## src/rtl/sys_arr_sched.sv

```systemverilog
// Tile scheduler for the block-matrix-multiply systolic array.
// For each tile it pulls N weight vectors, then M activation vectors, and merges
// them into one registered vector stream tagged with type and last. After the
// final tile it waits a fixed drain time, then pulses done.
// sched_data_out layout (MSB..LSB): {data_vect_words, data_vect_val, data_vect_type, data_vect_last}
module sys_arr_sched #(
  parameter int   VECT_SIZE      = 4,
  parameter int   ARITH_WORD_LEN = 8,
  parameter int   ACT_LEN_WDT    = 16,
  parameter int   DRAIN_CYC      = 32,
  parameter logic TYPE_W         = 1'b1,
  parameter logic TYPE_X         = 1'b0
) (
  input  logic                                  clk,
  input  logic                                  rst_n,
  input  logic                                  clk_en,
  input  logic                                  start,
  input  logic [ACT_LEN_WDT-1:0]                cfg_act_len,
  input  logic [ACT_LEN_WDT-1:0]                cfg_tile_cnt,
  input  logic [VECT_SIZE*ARITH_WORD_LEN-1:0]   w_words,
  input  logic                                  w_val,
  output logic                                  w_rdy,
  input  logic [VECT_SIZE*ARITH_WORD_LEN-1:0]   x_words,
  input  logic                                  x_val,
  output logic                                  x_rdy,
  output logic [VECT_SIZE*ARITH_WORD_LEN+2:0]   sched_data_out,
  output logic                                  busy,
  output logic                                  done,
  output logic                                  cfg_err
);

  localparam int WORDS_W = VECT_SIZE * ARITH_WORD_LEN;
  localparam int DRAIN_W = $clog2(DRAIN_CYC + 1);

  localparam logic [ACT_LEN_WDT-1:0] N_LAST     = ACT_LEN_WDT'(VECT_SIZE - 1);
  localparam logic [ACT_LEN_WDT-1:0] CNT_ONE    = ACT_LEN_WDT'(1);
  localparam logic [DRAIN_W-1:0]     DRAIN_LAST = DRAIN_W'(DRAIN_CYC - 1);
  localparam logic [DRAIN_W-1:0]     DRAIN_ONE  = DRAIN_W'(1);

  typedef enum logic [1:0] {
    IDLE     = 2'd0,
    LOAD_W   = 2'd1,
    STREAM_X = 2'd2,
    DRAIN    = 2'd3
  } state_t;

  state_t state, state_nxt;

  logic [ACT_LEN_WDT-1:0] act_len_q;
  logic [ACT_LEN_WDT-1:0] tile_cfg_q;
  logic [ACT_LEN_WDT-1:0] beat_cnt;
  logic [ACT_LEN_WDT-1:0] tile_cnt;
  logic [DRAIN_W-1:0]     drain_cnt;

  logic [WORDS_W-1:0] out_words;
  logic               out_val;
  logic               out_type;
  logic               out_last;

  logic start_ok;
  logic w_fire;
  logic x_fire;
  logic beat_last;
  logic tile_last;

  // State register; holds whenever the global clock enable is low.
  always_ff @(posedge clk or negedge rst_n) begin
    if (!rst_n) begin
      state <= IDLE;
    end else if (clk_en) begin
      state <= state_nxt;
    end
  end

  // Next-state decode plus handshake, completion and error strobes, all gated by clk_en.
  always_comb begin
    state_nxt = state;
    w_rdy     = 1'b0;
    x_rdy     = 1'b0;
    done      = 1'b0;
    cfg_err   = 1'b0;
    start_ok  = 1'b0;
    w_fire    = 1'b0;
    x_fire    = 1'b0;
    beat_last = 1'b0;
    tile_last = 1'b0;
    case (state)
      IDLE: begin
        if (clk_en && start) begin
          if ((cfg_act_len != '0) && (cfg_tile_cnt != '0)) begin
            start_ok  = 1'b1;
            state_nxt = LOAD_W;
          end else begin
            cfg_err = 1'b1;
          end
        end
      end
      LOAD_W: begin
        w_rdy     = clk_en;
        w_fire    = w_val && clk_en;
        beat_last = (beat_cnt == N_LAST);
        if (w_fire && beat_last) begin
          state_nxt = STREAM_X;
        end
      end
      STREAM_X: begin
        x_rdy     = clk_en;
        x_fire    = x_val && clk_en;
        beat_last = (beat_cnt == (act_len_q - CNT_ONE));
        tile_last = (tile_cnt == (tile_cfg_q - CNT_ONE));
        if (x_fire && beat_last) begin
          state_nxt = tile_last ? DRAIN : LOAD_W;
        end
      end
      DRAIN: begin
        if (clk_en && (drain_cnt == DRAIN_LAST)) begin
          done      = 1'b1;
          state_nxt = IDLE;
        end
      end
      default: begin
        state_nxt = IDLE;
      end
    endcase
  end

  // Latch the run configuration at start and step the beat, tile and drain counters.
  always_ff @(posedge clk or negedge rst_n) begin
    if (!rst_n) begin
      act_len_q  <= '0;
      tile_cfg_q <= '0;
      beat_cnt   <= '0;
      tile_cnt   <= '0;
      drain_cnt  <= '0;
    end else if (clk_en) begin
      if (start_ok) begin
        act_len_q  <= cfg_act_len;
        tile_cfg_q <= cfg_tile_cnt;
        beat_cnt   <= '0;
        tile_cnt   <= '0;
        drain_cnt  <= '0;
      end else if (w_fire || x_fire) begin
        beat_cnt <= beat_last ? '0 : (beat_cnt + CNT_ONE);
        if (x_fire && beat_last) begin
          tile_cnt <= tile_cnt + CNT_ONE;
        end
      end else if (state == DRAIN) begin
        drain_cnt <= done ? '0 : (drain_cnt + DRAIN_ONE);
      end
    end
  end

  // Output vector register; bubbles clear data and flags but keep the last type seen.
  always_ff @(posedge clk or negedge rst_n) begin
    if (!rst_n) begin
      out_words <= '0;
      out_val   <= 1'b0;
      out_type  <= TYPE_X;
      out_last  <= 1'b0;
    end else if (clk_en) begin
      if (w_fire) begin
        out_words <= w_words;
        out_val   <= 1'b1;
        out_type  <= TYPE_W;
        out_last  <= beat_last;
      end else if (x_fire) begin
        out_words <= x_words;
        out_val   <= 1'b1;
        out_type  <= TYPE_X;
        out_last  <= beat_last;
      end else begin
        out_words <= '0;
        out_val   <= 1'b0;
        out_last  <= 1'b0;
      end
    end
  end

  assign sched_data_out = {out_words, out_val, out_type, out_last};
  assign busy           = (state != IDLE);

endmodule

```

## config.mk

```make
export PLATFORM = sky130hd
export DESIGN_NAME = sys_arr_sched
export DESIGN_NICKNAME = d
export VERILOG_FILES = /design/src/rtl/sys_arr_sched.sv
export SDC_FILE = /design/constraint.sdc
export NUM_CORES = 1
export LEC_CHECK = 0
export ABC_AREA = 0
export CORE_MARGIN = 1.5
export CORE_UTILIZATION = 43
export CTS_BUF_LIST = sky130_fd_sc_hd__clkbuf_4 sky130_fd_sc_hd__clkbuf_8
export DETAILED_ROUTE_END_ITERATION = 6
export HOLD_SLACK_MARGIN = 0.05
export PLACE_DENSITY_LB_ADDON = 0.2
export SYNTH_ARGS = -nofsm -noshare
export SYNTH_HDL_FRONTEND = slang
export SYNTH_SLANG_ARGS = --single-unit
```

## constraint.sdc

```tcl
create_clock -name clk -period 2.88 [get_ports clk]
set_clock_uncertainty 0.15 [all_clocks]
set_input_delay 0.432 -clock clk [delete_from_list [all_inputs] [get_ports clk]]
set_output_delay 0.432 -clock clk [all_outputs]
set_load 0.1 [all_outputs]
```

======== Word-level counts from Yosys, hierarchy flattened ========
Cells that the tools add are included.
storage, ports and cells
  flip-flop bits (word level) ............. 107
  bits in writable memories ............... 0
  memories kept ........................... 0
  bits in read-only memories .............. 0
  latch bits .............................. 0
  output and inout port bits .............. 40
  bits of input ports ..................... 102
  word-level logic and storage cells ...... 89
operators by class
  shifts and indexed selects .............. 0
  $lt $le $gt $ge ......................... 0
  $add $sub $neg .......................... 5
  mux-type cells .......................... 38
  equal/unequal tests ..................... 13
  bitwise operators ....................... 0
  multipliers ............................. 0
  divide/modulo/power cells ............... 0
  reduce and logical (&&, ||, !) cells .... 23
operators by type and width
  kind                                                                     number
  16-bit 2-to-1 mux                                                        6
  32-bit 2-to-1 mux                                                        2
  16-bit by 1-bit adder with 16-bit output (second input constant)         2
  16-bit equality test                                                     2
  16-bit nonzero test                                                      2
  16-bit by 1-bit subtractor with 16-bit output (second input constant)    2
  6-bit 2-to-1 mux                                                         4
  1-bit 2-to-1 mux                                                         18
  16-bit by 2-bit equality test with 1-bit output (second input constant)  1
  2-bit 2-to-1 mux                                                         6
  2-bit != test (second input constant)                                    6
  2-bit nonzero test                                                       5
  1-bit logical AND                                                        8
  2-bit case mux with 4 select lines                                       1
  6-bit by 1-bit adder with 6-bit output (second input constant)           1
  6-bit by 5-bit equality test with 1-bit output (second input constant)   1
  2-bit AND reduction                                                      3
  3-bit AND reduction                                                      2
  6-bit AND reduction                                                      1
  2-bit equality test (second input constant)                              2
  2-bit by 1-bit equality test with 1-bit output (second input constant)   1
  2-bit logical NOT                                                        1
  1-bit case mux with 2 select lines                                       1
  1-bit logical OR                                                         1

======== Logic depth before layout (Yosys ltp) ========
  depth after elaboration ................. 8
  depth in mapped cells ................... 11
  depth with buffers taken out ............ 9

======== Least setup slack after synthesis ========
No wires, ideal clock.
  kind .................................... register -> register
  from .................................... reg drain_cnt[0]
  to ...................................... reg drain_cnt[3]
  data required time ...................... 2.598 ns
  arrival time ............................ 3.440 ns
  stages on the path, launching flop included .. 7
  buffers on the path ..................... 0
  clock period less this slack ............ 3.721 ns
  setup slack ............................. -0.841 ns
  setup time .............................. 0.132 ns
  cell sequence ........................... dfrtp_1 ha_1 nand4b_1 nor3_1 o21ai_0 a21oi_1 nor2_1
between the ends
  cells in the longest elaborated chain, start to end .. 8
  elaborated cells on any way between the ends .. 9
  classes of those cells .................. add/sub: 1; eq/ne: 1; mux: 6; reduce/logical: 1
ends and longest elaborated chain
  element                                         line  text
  from (decl)                                     53    logic [DRAIN_W-1:0] drain_cnt;
  from (signal assigned)                          148   drain_cnt <= done ? '0 : (drain_cnt + DRAIN_ONE);
  6-bit by 5-bit equality test with 1-bit output  116   if (clk_en && (drain_cnt == DRAIN_LAST)) begin
  1-bit logical AND                               116
  1-bit 2-to-1 mux                                116
  1-bit 2-to-1 mux                                87    case (state)
  via done                                        28    output logic done,
  6-bit 2-to-1 mux                                148
  6-bit 2-to-1 mux                                147   end else if (state == DRAIN) begin
  6-bit 2-to-1 mux                                142   end else if (w_fire || x_fire) begin
  6-bit 2-to-1 mux                                136   if (start_ok) begin
The timed path passes the listed nets, and every way through them passes these cells. The select of a mux whose other input is x is not followed.
A chain may end at the register's enable or synchronous reset.

======== Final worst setup path ========
  from .................................... reg act_len_q[1]
  to ...................................... reg tile_cnt[4]
between the ends
  cells in the longest elaborated chain, start to end .. 6
ends and longest elaborated chain
  element                                        line  text
  from (decl)                                    49    logic [ACT_LEN_WDT-1:0] act_len_q;
  from (signal assigned)                         137   act_len_q <= cfg_act_len;
  16-bit by 1-bit subtractor with 16-bit output  109   beat_last = (beat_cnt == (act_len_q - CNT_ONE));
  16-bit equality test                           109
  1-bit case mux with 2 select lines             87
  1-bit logical AND                              144   if (x_fire && beat_last) begin
  2-bit nonzero test (no source line)            --
  3-bit AND reduction (no source line)           --
  to (signal assigned)                           145   tile_cnt <= tile_cnt + CNT_ONE;
  to (decl)                                      52    logic [ACT_LEN_WDT-1:0] tile_cnt;
No other way between the ends.

==> report_table.html <==
<table>
<tr><th>Metric</th><th>Value</th></tr>
<tr><th colspan="2">Logic synthesis</th></tr>
<tr><td>Number of different library cells in the post-synthesis netlist</td><td>66</td></tr>
<tr><td>Yosys warning total</td><td>0</td></tr>
<tr><td>Most area-consuming cells after synthesis</td><td>dfrtp_1 40%, nand2_1 7.7%, a22oi_1 4.9%</td></tr>
<tr><td>Top_reg_cell synth</td><td>dfrtp_1</td></tr>
<tr><td>Number of flops mapped to enable cells by yosys</td><td>0</td></tr>
<tr><td>Portion of netlist area occupied by mux cells</td><td>0.905%</td></tr>
<tr><td>Post-synth ARST share</td><td>100%</td></tr>
<tr><td>Syn Nets</td><td>905</td></tr>
<tr><td>Share of Yosys cell area claimed by the top area cell type</td><td>40.3%</td></tr>
<tr><td>Synthesized flop and latch total</td><td>107</td></tr>
<tr><td>Synthesized netlist cell count</td><td>794</td></tr>
<tr><td>Xor-xnor portion of the synthesized cell area</td><td>5.81%</td></tr>
<tr><td>Post-synthesis cell area</td><td>0.00664 mm^2</td></tr>
<tr><td>Register area share after synthesis</td><td>40.3%</td></tr>
<tr><td>Synth Area in Adders</td><td>1.70%</td></tr>
<tr><td>Compound-Gate Fraction of Synth Area</td><td>21.2%</td></tr>
<tr><td>Fraction of the mapped netlist area in simple logic gates</td><td>22.8%</td></tr>
<tr><td>Largest area contributor in the netlist</td><td>dfrtp_1</td></tr>
<tr><td>Mapped Avg Cell Area</td><td>8.36 um^2</td></tr>
<tr><td>Dominant combinational cell family by area after synthesis</td><td>simple AND/OR/NAND/NOR gates</td></tr>
<tr><th colspan="2">Clock network</th></tr>
<tr><td>Number of levels in the clock H-tree</td><td>3</td></tr>
<tr><td>Clock transition at path regs</td><td>0.11 ns</td></tr>
<tr><td>Worst-case clock buffer depth</td><td>2</td></tr>
<tr><td>Later-pin clock latency in the skew report</td><td>0.41 ns</td></tr>
<tr><td>Clock tree from TritonCTS</td><td>built</td></tr>
<tr><td>Count of clock tree sinks</td><td>107</td></tr>
<tr><td>Total CTS buffers</td><td>9</td></tr>
<tr><td>Root Buffer</td><td>clkbuf_8</td></tr>
<tr><th colspan="2">Layout</th></tr>
<tr><td>Count of non-filler cells in the finished layout</td><td>1164</td></tr>
<tr><td>Antenna diode count</td><td>0</td></tr>
<tr><td>Multi-input combinational cell area</td><td>0.00362 mm^2</td></tr>
<tr><td>Area taken by flip-flops and latches</td><td>0.00268 mm^2</td></tr>
<tr><td>Fraction of layout instances using a drive strength above 1</td><td>17.6%</td></tr>
<tr><td>Filler Cell Count</td><td>1383</td></tr>
<tr><td>Finished Cell Area</td><td>0.00898 mm^2</td></tr>
<tr><td>Area growth from synthesis to final layout</td><td>35.4%</td></tr>
<tr><td>Nets</td><td>1082</td></tr>
<tr><th colspan="2">Power</th></tr>
<tr><td>Switching pwr</td><td>3.82 mW</td></tr>
<tr><td>Cell internal power dissipation</td><td>3.97 mW</td></tr>
<tr><td>Switching Share</td><td>49.1%</td></tr>
<tr><td>Pwr/cell area</td><td>867 mW/mm^2</td></tr>
<tr><td>Relative contribution of combinational cells to total power</td><td>57.7%</td></tr>
<tr><td>Highest ir drop seen on vdd</td><td>0.000457 V</td></tr>
<tr><td>Clk pwr share</td><td>12.0%</td></tr>
<tr><td>Share of power burned in registers</td><td>30.3%</td></tr>
<tr><td>Total power</td><td>7.79 mW</td></tr>
<tr><td>Static power due to leakage</td><td>3.80 nW</td></tr>
<tr><th colspan="2">Floorplan</th></tr>
<tr><td>Die span in x</td><td>127 um</td></tr>
<tr><td>Chip height</td><td>127 um</td></tr>
<tr><td>Die area</td><td>0.0162 mm^2</td></tr>
<tr><td>I/O pin total</td><td>142</td></tr>
<tr><td>Placeable core region</td><td>0.0151 mm^2</td></tr>
<tr><td>Std cell rows</td><td>45</td></tr>
<tr><td>Initial standard-cell utilization of the core</td><td>43.8%</td></tr>
<tr><th colspan="2">Placement</th></tr>
<tr><td>Final weighted congestion of routability-driven global placement</td><td>0.880</td></tr>
<tr><td>Worst slack at placement</td><td>-0.0289 ns</td></tr>
<tr><td>Total cell area at the placement stage</td><td>0.00863 mm^2</td></tr>
<tr><td>HPWL after DPL</td><td>13700 um</td></tr>
<tr><td>Cell count after placement</td><td>1143</td></tr>
<tr><td>Count of port buffers added during placement</td><td>141</td></tr>
<tr><th colspan="2">Route</th></tr>
<tr><td>Number of detailed-routing iterations run before antenna repair</td><td>5</td></tr>
<tr><td>Routed wire per std cell</td><td>16.0 um</td></tr>
<tr><td>Count of antenna-violating nets left after detailed routing</td><td>0</td></tr>
<tr><td>Wire length reported by the detailed router</td><td>18600 um</td></tr>
<tr><td>DRC Markers</td><td>0</td></tr>
<tr><td>Post-DR vias/cell</td><td>5.54</td></tr>
<tr><td>Number of vias after detailed routing</td><td>6444</td></tr>
<tr><td>Initial DRC Count</td><td>454</td></tr>
<tr><th colspan="2">Global routing</th></tr>
<tr><td>Number of global-route vias before repair</td><td>6064</td></tr>
<tr><td>Antenna violations before repair</td><td>0</td></tr>
<tr><td>Global-route wire length before repair</td><td>30400 um</td></tr>
<tr><td>Pin count of the biggest net entering global routing</td><td>50</td></tr>
<tr><td>Overall track demand over capacity in global routing</td><td>23.4%</td></tr>
<tr><td>Total congestion overflow</td><td>0</td></tr>
<tr><th colspan="2">STA</th></tr>
<tr><td>Slew HR</td><td>42.3%</td></tr>
<tr><td>Final Hold Slack</td><td>0.364 ns</td></tr>
<tr><td>Final hold violation count</td><td>0</td></tr>
<tr><td>Slew at the pin with the worst max-slew slack</td><td>0.865 ns</td></tr>
<tr><td>RSZ-0062 raised after global routing</td><td>true</td></tr>
<tr><td>Achievable Freq</td><td>0.345 GHz</td></tr>
<tr><td>Max-slew violations</td><td>0</td></tr>
<tr><td>Count of final setup violators</td><td>4</td></tr>
<tr><td>Share of the clock period used by the worst path</td><td>101%</td></tr>
<tr><td>Post-route setup slack</td><td>-0.0178 ns</td></tr>
<tr><td>Final critical-path required period</td><td>2.90 ns</td></tr>
<tr><th colspan="2">Worst setup path</th></tr>
<tr><td>Setup crit start kind</td><td>flop</td></tr>
<tr><td>Critical path peak fanout</td><td>15</td></tr>
<tr><td>Critical path endpoint category</td><td>flop</td></tr>
<tr><td>Critical path arrival</td><td>3.07 ns</td></tr>
<tr><td>CP required</td><td>3.05 ns</td></tr>
<tr><td>Crit Path Category</td><td>flop to flop</td></tr>
<tr><th colspan="2">Job</th></tr>
<tr><td>Number of maximum-capacitance violations</td><td>0</td></tr>
<tr><th colspan="2">Min path</th></tr>
<tr><td>Hold WC Path Type</td><td>flop to flop</td></tr>
<tr><th colspan="2">Run status</th></tr>
<tr><td>Run status</td><td>finished, violations left</td></tr>
<tr><td>Violated checks</td><td>setup timing</td></tr>
</table>
[Yosys cell counts (4+ instances only)]
| master | count |
|---|---|
| xnor2_1 | 32 |
| o2111ai_1 | 5 |
| nand2_1 | 136 |
| nor2_1 | 42 |
| nand2b_1 | 8 |
| nor4_1 | 20 |
| a211oi_1 | 4 |
| nor3_1 | 12 |
| and4_1 | 6 |
| mux2i_1 | 6 |
| a21oi_1 | 27 |
| a22oi_1 | 43 |
| inv_1 | 62 |
| buf_1 | 5 |
| or2_2 | 8 |
| and3_1 | 12 |
| xor2_1 | 12 |
| o211ai_1 | 29 |
| a2111o_1 | 10 |
| nand3_1 | 24 |
| ha_1 | 9 |
| and2_1 | 6 |
| o21ai_0 | 57 |
| nor3b_1 | 4 |
| buf_6 | 5 |
| dfrtp_1 | 107 |
| clkbuf_1 | 34 |
| nand4_1 | 11 |
[routing by layer]
layer / part of all wire (%) / up-vias / GRT usage (%) / wire length (um)
li1: - / 3172 / - / -
met5: 0 / - / 0 / 0
met4: 1.6 / 0 / 6.35 / 291
met1: 47 / 3045 / 33.2 / 8770
met2: 45 / 201 / 36.0 / 8340
met3: 6.3 / 26 / 5.53 / 1170
[sequential cells by signal, indices dropped and copies added, names as in the netlist, 2 cells and up]
| register | cells |
|---|---|
| state | 2 |
| act_len_q | 16 |
| drain_cnt | 6 |
| tile_cfg_q | 16 |
| beat_cnt | 16 |
| out_words | 32 |
| tile_cnt | 16 |
[repair_timing]
action | CTS | global route
pin swaps | 3 | 3
hold endpoints to repair | 36 | 0
hold buffers | 1 | 0
setup buffers | 0 | 3
cloned | 0 | 1
resized for setup | 9 | 17
endpoints found under the setup margin | 27 | 29
[stage by stage]
step | utilization [%] | TNS, ns
2_1_floorplan | - | 0
3_3_place_gp | 57.0 | -0.103
3_5_place_dp | 57.0 | -0.204
4_1_cts | 58.6 | -0.00121
5_1_grt | 59.3 | -1.96
6_report | 59.3 | -0.0449
[final timing paths]
kind / start / endpoint / slack, ns / depth (start not counted)
max: act_len_q[1]$_DFFE_PN0P_ / tile_cnt[4]$_DFFE_PN0P_ / -0.02 / 10
min: tile_cfg_q[15]$_DFFE_PN0P_ / tile_cfg_q[15]$_DFFE_PN0P_ / 0.36 / 2
max reg2reg: act_len_q[1]$_DFFE_PN0P_ / tile_cnt[4]$_DFFE_PN0P_ / -0.02 / 10
min reg2reg: tile_cfg_q[15]$_DFFE_PN0P_ / tile_cfg_q[15]$_DFFE_PN0P_ / 0.36 / 2
max in group asynchronous: rst_n / out_words[5]$_DFFE_PN0P_ / 1.45 / 3
min in group asynchronous: rst_n / beat_cnt[6]$_DFFE_PN0P_ / 0.39 / 2
[layout by cell type, fill, tap and decap left out, drive strengths merged, types with 5 or more instances in the layout]
cell	instances
nand2	136
buf	114
dfrtp	107
clkdlybuf4s50	100
inv	65
o21ai	60
a22oi	43
nor2	43
xnor2	32
o211ai	29
a21oi	27
nand3	24
nor4	23
and3	12
xor2	12
nor3	12
nand4	11
a2111o	10
clkbuf	10
ha	9
or2	8
nand2b	8
and2	6
and4	6
mux2i	6
o2111ai	5
[worst max-delay path, stage by stage, from the launching register on]
cell and delay, ns:
dfrtp_1 0.43, inv_2 0.10, ha_4 0.13, or4b_4 0.50, nor4_4 0.16, xnor2_1 0.16, o21ai_1 0.11, or4_4 0.47
buf_8 0.18, a2111o_1 0.35, o21ai_0 0.08
[power by group through the flow]
stage	registers [mW]	logic, mW	clock network, mW
6_report	2.36	4.49	0.938
5_1_grt	2.42	4.85	1.03
4_1_cts	2.35	4.43	0.975
3_5_place_dp	2.35	4.36	0
3_3_place_gp	2.36	4.33	0
2_1_floorplan	3.03	2.22	0
[area by class of cell]
cell class              count  area share [%]
multi-input cells         574            40.3
flip-flops and latches    107            29.8
repair buffers            216            22.5
inverters                  63            2.63
well taps                 188            2.62
clock buffers               9            1.38
clock inverters             7           0.822
[logic make-up after synthesis]
kind of cell / after synthesis
simple gates: 309
compound gates: 206
buf+inv: 113
flops: 107
xor+xnor: 44
fa+ha+maj: 9
mux: 6
Power figures use the tool's default switching activity.
